--- src/rtl/mc_ctrl_pkg.sv ---
// Shared encodings for the multicycle controller: FSM states, opcodes,
// funct codes, ALU control codes and datapath mux selects.
package mc_ctrl_pkg;

   typedef enum logic [3:0] {
      S_FETCH   = 4'd0,
      S_DECODE  = 4'd1,
      S_MEMADR  = 4'd2,
      S_MEMRD   = 4'd3,
      S_MEMWB   = 4'd4,
      S_MEMWR   = 4'd5,
      S_EXECUTE = 4'd6,
      S_ALUWB   = 4'd7,
      S_BRANCH  = 4'd8,
      S_ADDIEX  = 4'd9,
      S_ADDIWB  = 4'd10,
      S_JUMP    = 4'd11
   } state_t;

   // ALU operation class chosen by the FSM; NONE yields an all-zero control word
   typedef enum logic [1:0] {
      AOP_NONE  = 2'd0,
      AOP_ADD   = 2'd1,
      AOP_SUB   = 2'd2,
      AOP_FUNCT = 2'd3
   } aluop_t;

   localparam logic [5:0] OP_RTYPE = 6'b000000;
   localparam logic [5:0] OP_LW    = 6'b100011;
   localparam logic [5:0] OP_SW    = 6'b101011;
   localparam logic [5:0] OP_BEQ   = 6'b000100;
   localparam logic [5:0] OP_ADDI  = 6'b001000;
   localparam logic [5:0] OP_J     = 6'b000010;

   localparam logic [5:0] FN_ADD = 6'b100000;
   localparam logic [5:0] FN_SUB = 6'b100010;
   localparam logic [5:0] FN_AND = 6'b100100;
   localparam logic [5:0] FN_OR  = 6'b100101;
   localparam logic [5:0] FN_SLT = 6'b101010;

   localparam logic [3:0] ALU_AND = 4'b0000;
   localparam logic [3:0] ALU_OR  = 4'b0001;
   localparam logic [3:0] ALU_ADD = 4'b0010;
   localparam logic [3:0] ALU_SUB = 4'b0110;
   localparam logic [3:0] ALU_SLT = 4'b0111;

   localparam logic [1:0] SRCB_B     = 2'b00;
   localparam logic [1:0] SRCB_4     = 2'b01;
   localparam logic [1:0] SRCB_IMM   = 2'b10;
   localparam logic [1:0] SRCB_IMMSH = 2'b11;

   localparam logic [1:0] PCSRC_ALU    = 2'b00;
   localparam logic [1:0] PCSRC_ALUOUT = 2'b01;
   localparam logic [1:0] PCSRC_JUMP   = 2'b10;

endpackage

--- src/rtl/mc_aludec.sv ---
// Combinational ALU decoder: FSM-selected operation class plus funct field
// to the 4-bit alucontrol word.
module mc_aludec
   import mc_ctrl_pkg::*;
(
   input  aluop_t     aluop,
   input  logic [5:0] funct,
   output logic [3:0] alucontrol
);

   always_comb begin
      alucontrol = ALU_AND;
      case (aluop)
         AOP_ADD: alucontrol = ALU_ADD;
         AOP_SUB: alucontrol = ALU_SUB;
         AOP_FUNCT: begin
            case (funct)
               FN_SUB:  alucontrol = ALU_SUB;
               FN_AND:  alucontrol = ALU_AND;
               FN_OR:   alucontrol = ALU_OR;
               FN_SLT:  alucontrol = ALU_SLT;
               default: alucontrol = ALU_ADD;  // FN_ADD and unknown funct
            endcase
         end
         default: alucontrol = ALU_AND;
      endcase
   end

endmodule

--- src/rtl/mc_controller.sv ---
// Multicycle MIPS-subset control FSM. Outputs are a function of state
// (plus mem_ready/zero handshakes) and are forced low while reset is held.
module mc_controller
   import mc_ctrl_pkg::*;
(
   input  logic       clk,
   input  logic       rst_n,
   input  logic [5:0] op,
   input  logic [5:0] funct,
   input  logic       zero,
   input  logic       mem_ready,
   output logic       mem_req,
   output logic       iord,
   output logic       memwrite,
   output logic       irwrite,
   output logic       pcen,
   output logic       regwrite,
   output logic       regdst,
   output logic       memtoreg,
   output logic       alusrca,
   output logic [1:0] alusrcb,
   output logic [1:0] pcsrc,
   output logic [3:0] alucontrol,
   output logic       illegal_op,
   output logic [3:0] state
);

   state_t state_q, state_d;
   logic   is_sw_q;
   aluop_t aluop;

   // lw/sw distinction is captured in DECODE so op is not looked at in MEMADR
   always_ff @(posedge clk or negedge rst_n) begin
      if (!rst_n) begin
         state_q <= S_FETCH;
         is_sw_q <= 1'b0;
      end else begin
         state_q <= state_d;
         if (state_q == S_DECODE)
            is_sw_q <= (op == OP_SW);
      end
   end

   always_comb begin
      state_d    = S_FETCH;
      mem_req    = 1'b0;
      iord       = 1'b0;
      memwrite   = 1'b0;
      irwrite    = 1'b0;
      pcen       = 1'b0;
      regwrite   = 1'b0;
      regdst     = 1'b0;
      memtoreg   = 1'b0;
      alusrca    = 1'b0;
      alusrcb    = SRCB_B;
      pcsrc      = PCSRC_ALU;
      aluop      = AOP_NONE;
      illegal_op = 1'b0;
      case (state_q)
         S_FETCH: begin
            mem_req = 1'b1;
            alusrcb = SRCB_4;
            aluop   = AOP_ADD;
            irwrite = mem_ready;
            pcen    = mem_ready;
            state_d = mem_ready ? S_DECODE : S_FETCH;
         end
         S_DECODE: begin
            alusrcb = SRCB_IMMSH;
            aluop   = AOP_ADD;
            case (op)
               OP_LW, OP_SW: state_d = S_MEMADR;
               OP_RTYPE:     state_d = S_EXECUTE;
               OP_BEQ:       state_d = S_BRANCH;
               OP_ADDI:      state_d = S_ADDIEX;
               OP_J:         state_d = S_JUMP;
               default:      illegal_op = 1'b1;
            endcase
         end
         S_MEMADR: begin
            alusrca = 1'b1;
            alusrcb = SRCB_IMM;
            aluop   = AOP_ADD;
            state_d = is_sw_q ? S_MEMWR : S_MEMRD;
         end
         S_MEMRD: begin
            mem_req = 1'b1;
            iord    = 1'b1;
            state_d = mem_ready ? S_MEMWB : S_MEMRD;
         end
         S_MEMWB: begin
            regwrite = 1'b1;
            memtoreg = 1'b1;
         end
         S_MEMWR: begin
            mem_req  = 1'b1;
            iord     = 1'b1;
            memwrite = 1'b1;
            state_d  = mem_ready ? S_FETCH : S_MEMWR;
         end
         S_EXECUTE: begin
            alusrca = 1'b1;
            aluop   = AOP_FUNCT;
            state_d = S_ALUWB;
         end
         S_ALUWB: begin
            regwrite = 1'b1;
            regdst   = 1'b1;
         end
         S_BRANCH: begin
            alusrca = 1'b1;
            aluop   = AOP_SUB;
            pcsrc   = PCSRC_ALUOUT;
            pcen    = zero;
         end
         S_ADDIEX: begin
            alusrca = 1'b1;
            alusrcb = SRCB_IMM;
            aluop   = AOP_ADD;
            state_d = S_ADDIWB;
         end
         S_ADDIWB: regwrite = 1'b1;
         S_JUMP: begin
            pcsrc = PCSRC_JUMP;
            pcen  = 1'b1;
         end
         default: state_d = S_FETCH;
      endcase
      // reset held: silence everything, including an in-flight access
      if (!rst_n) begin
         mem_req    = 1'b0;
         iord       = 1'b0;
         memwrite   = 1'b0;
         irwrite    = 1'b0;
         pcen       = 1'b0;
         regwrite   = 1'b0;
         regdst     = 1'b0;
         memtoreg   = 1'b0;
         alusrca    = 1'b0;
         alusrcb    = SRCB_B;
         pcsrc      = PCSRC_ALU;
         aluop      = AOP_NONE;
         illegal_op = 1'b0;
      end
   end

   mc_aludec u_aludec (
      .aluop      (aluop),
      .funct      (funct),
      .alucontrol (alucontrol)
   );

   assign state = state_q;

endmodule

--- config.mk ---
export PLATFORM = sky130hd
export DESIGN_NAME = mc_controller
export DESIGN_NICKNAME = d
export VERILOG_FILES = /design/src/rtl/mc_ctrl_pkg.sv /design/src/rtl/mc_aludec.sv /design/src/rtl/mc_controller.sv
export SDC_FILE = /design/constraint.sdc
export NUM_CORES = 1
export LEC_CHECK = 0
export ABC_CLOCK_PERIOD_IN_PS = 1500
export CAP_MARGIN = 20
export CORE_UTILIZATION = 36
export DETAILED_ROUTE_END_ITERATION = 7
export GPL_ROUTABILITY_DRIVEN = 0
export PLACE_DENSITY = 0.8
export SLEW_MARGIN = 10
export SYNTH_ARGS = -nofsm -noshare
export SYNTH_HDL_FRONTEND = slang
export SYNTH_SLANG_ARGS = --single-unit
--- constraint.sdc ---
create_clock -name clk -period 1.5 [get_ports clk]
set_clock_uncertainty 0.2 [all_clocks]
set_input_delay 0.15 -clock clk [delete_from_list [all_inputs] [get_ports clk]]
set_output_delay 0.15 -clock clk [all_outputs]
set_load 0.01 [all_outputs]
==> flow_summary.json <==
{
  "n_antenna_cell": 0,
  "drc_errors": 0,
  "busiest_layer": "met2",
  "ctsLongestPathBuffers": 2,
  "worstPathArrival_ns": 1.56,
  "met3_usage_pct": 3.77,
  "syn_nets": 119,
  "die_h_um": 48.8,
  "avgSynthCellArea_um2": 7.64,
  "maxCapViolations": 0,
  "grt_pass1_vias": 1054,
  "seq_area_um2": 130,
  "endpoint_kind": "primary output",
  "multiInputGateArea_um2": 712,
  "dp_hpwl_mm": 1.91,
  "grt_pass1_wl_mm": 4.77,
  "placed_cells": 191,
  "critPathLaunch": "funct[1]",
  "ios": 38,
  "core_area_um2": 2000,
  "synth_largest_area_cell": "dfrtp_1",
  "cts_tree": "yes",
  "grt_antenna_before_repair": 0,
  "port_buffers": 36,
  "synth_warnings": 0,
  "finalNonFillerCells": 206,
  "setup.worst_path.start_class": "primary input",
  "insertion_delay_ns": 0.24,
  "dr.pass1.iters": 4,
  "ys_seq_area_share_pct": 15.9,
  "synth.top_cell.area_share_pct": 15.9,
  "fin_util_pct": 78.5,
  "required_ns": 1.15,
  "clkTransAtPathRegs_ns": 0.04,
  "r2r-start": "state[1]",
  "synth-edff-count": 0,
  "cp-endpoint": "alucontrol[0]",
  "dieArea_um2": 2380,
  "setup_slack_ns": -0.414,
  "initial_core_util_pct": 39.3,
  "cts.sinks": 5,
  "synth_top_family_by_area": "simple AND/OR/NAND/NOR gates",
  "violations": "setup timing",
  "grt_use_total_pct": 25.3,
  "routedWlPerCell_um": 14.0,
  "synth-xor-area-share_pct": 3.34,
  "drv_slew": 0,
  "areaGrowthSynthToFinish_pct": 99.7,
  "worst_hold_slack_ns": 0.103,
  "final_nets": 196,
  "met1_usage_pct": 28.4,
  "syn_inst": 103,
  "grt_max_degree": 10,
  "fmax_mhz": 522,
  "setup_viol": 20,
  "rsz0062_at_grt": "yes",
  "hp-class": "primary input to async pin",
  "first_iter_violations": 20,
  "cts_root_buf": "clkbuf_4",
  "drive_gt1_share_pct": 56.4,
  "crit_fanout": 2,
  "async_flop_share_pct": 100,
  "yosys.area_share.simple_pct": 46.4,
  "drtAntennaViolNets": 0,
  "rr_endpoint": "state[0]",
  "num_vias": 1075,
  "synthAdderAreaFrac_pct": 0,
  "synth_compound_area_share_pct": 23.7,
  "grt_overflow": 0,
  "synthMuxAreaShare_pct": 1.43,
  "numCtsBuffers": 3,
  "synthTopCellsByCount": "10 x nor2_1, 7 x nor3_1, 6 x nand2b_1, 5 x dfrtp_1, 5 x nor3b_1",
  "avgViaCountPerCell": 5.22,
  "worst-r2r-setup-slack_ns": -0.11,
  "synthDistinctLibCells": 45,
  "synth.most_common_cell": "nor2_1",
  "drt-total-wl_mm": 2.88,
  "ys_seq_elements": 5,
  "reg2reg_depth": 5,
  "synthTopCellsByArea": "dfrtp_1 16%, nand2b_1 4.8%, nor2_1 4.8%",
  "ir_drop_mv": 0.645,
  "fillers": 139,
  "die_w_um": 48.8,
  "min_period_ns": 1.91,
  "leakagePower_nw": 0.742,
  "status": "finished with violations",
  "rows": 16,
  "netlist_area_um2": 787,
  "synth_ff_type": "dfrtp_1",
  "p_total_w": 0.00170,
  "htree_num_levels": 1,
  "period_share_pct": 128,
  "hold_viol": 0,
  "crit_type": "primary input to primary output",
  "cellPowerDensity_nw_per_um2": 1080,
  "tns_ns": -5.27,
  "grt.met2_usage_pct": 50.2
}
-- critical path, stage by stage --
cell	delay, ns
clkdlybuf4s50_1	0.42
or3b_4	0.41
o2bb2a_4	0.21
and4bb_1	0.26
buf_2	0.13
-- metal layers --
| metal | share of wire (%) | vias up | wire [µm] |
|---|---|---|---|
| li1 | - | 530 | - |
| met1 | 41 | 508 | 1170 |
| met2 | 54 | 37 | 1570 |
| met3 | 4.9 | 0 | 140 |
| met4 | 0 | 0 | 0 |
| met5 | 0 | - | 0 |
-- worst min-delay path by stage --
| stage | startpoint | end | slack, ns | cells past startpoint |
|---|---|---|---|---|
| 2_1_floorplan | rst_n | is_sw_q | -0.35 | 0 |
| 3_3_place_gp | rst_n | state[1] | 0.34 | 2 |
| 3_5_place_dp | rst_n | state[1] | 0.33 | 2 |
| 4_1_cts | rst_n | state[1] | 0.08 | 2 |
| 5_1_grt | rst_n | state[1] | 0.09 | 2 |
| 6_report | rst_n | is_sw_q | 0.10 | 2 |
-- cells by family (layout without fill, tap and decap cells) --
family | after synthesis | count (layout)
xor gates and xnor gates | 3 | 3
other | 1 | 1
and+or+nand+nor | 55 | 55
muxes | 1 | 1
DFF | 5 | 5
buffers and inverters | 13 | 89
AOI/OAI and AO/OA | 25 | 25
-- per-stage QoR --
| stage | instance area, µm² | worst slack [ns] |
|---|---|---|
| after detailed placement | 1420 | -0.877 |
| after global routing | 1570 | -0.460 |
| after floorplan | 828 | -0.0718 |
| after global placement | 1420 | -0.842 |
| after CTS | 1500 | -0.393 |
| final | 1570 | -0.414 |
-- flip-flops by register name (all words and copies together) (netlist names) --
| register | count |
|---|---|
| is_sw_q | 1 |
| state | 4 |
-- power breakdown --
part           switching [W]  total (W)  leakage, nW  internal (W)
clock              0.0000578   0.000159       0.0150      0.000101
combinational       0.000582    0.00131        0.666      0.000724
sequential         0.0000613   0.000233       0.0615      0.000171
-- what timing repair did --
item                                   4_1_cts  5_1_grt
hold buffers                                 0        0
pin swaps                                   21       19
buffers inserted                            10        3
cloned                                       0        0
endpoints found under the hold margin        0        0
resized for setup                          106       18
setup endpoints to repair                   25       23
-- final cells by class --
type	instances	area share [%]
well taps	27	2.15
multi-input cells	85	45.3
flip-flops and latches	5	8.28
repair buffers	82	41.9
clock buffers	4	1.67
inverters	3	0.717
-- cell usage in the layout (no fill, tap or decap), types with 2 or more instances in the layout --
master and n:
nand3b_1 3, a21oi_1 2, o211a_1 2, inv_1 3, clkbuf_4 3, buf_6 11
nor3_2 4, o21ai_1 2, nand2b_1 6, nand4_1 2, or3b_4 2, buf_2 19
nor3b_4 2, o21a_1 3, xor2_1 3, clkdlybuf4s50_1 13, o21ai_2 2, nor3b_2 3
dlygate4sd2_1 3, nand2_1 2, dfrtp_2 4, nor2_1 8, buf_4 35, nor2b_1 2
a21oi_2 2, nor2_2 2, nand2_2 2, nor3_1 3
(Power assumes the default switching activity.)
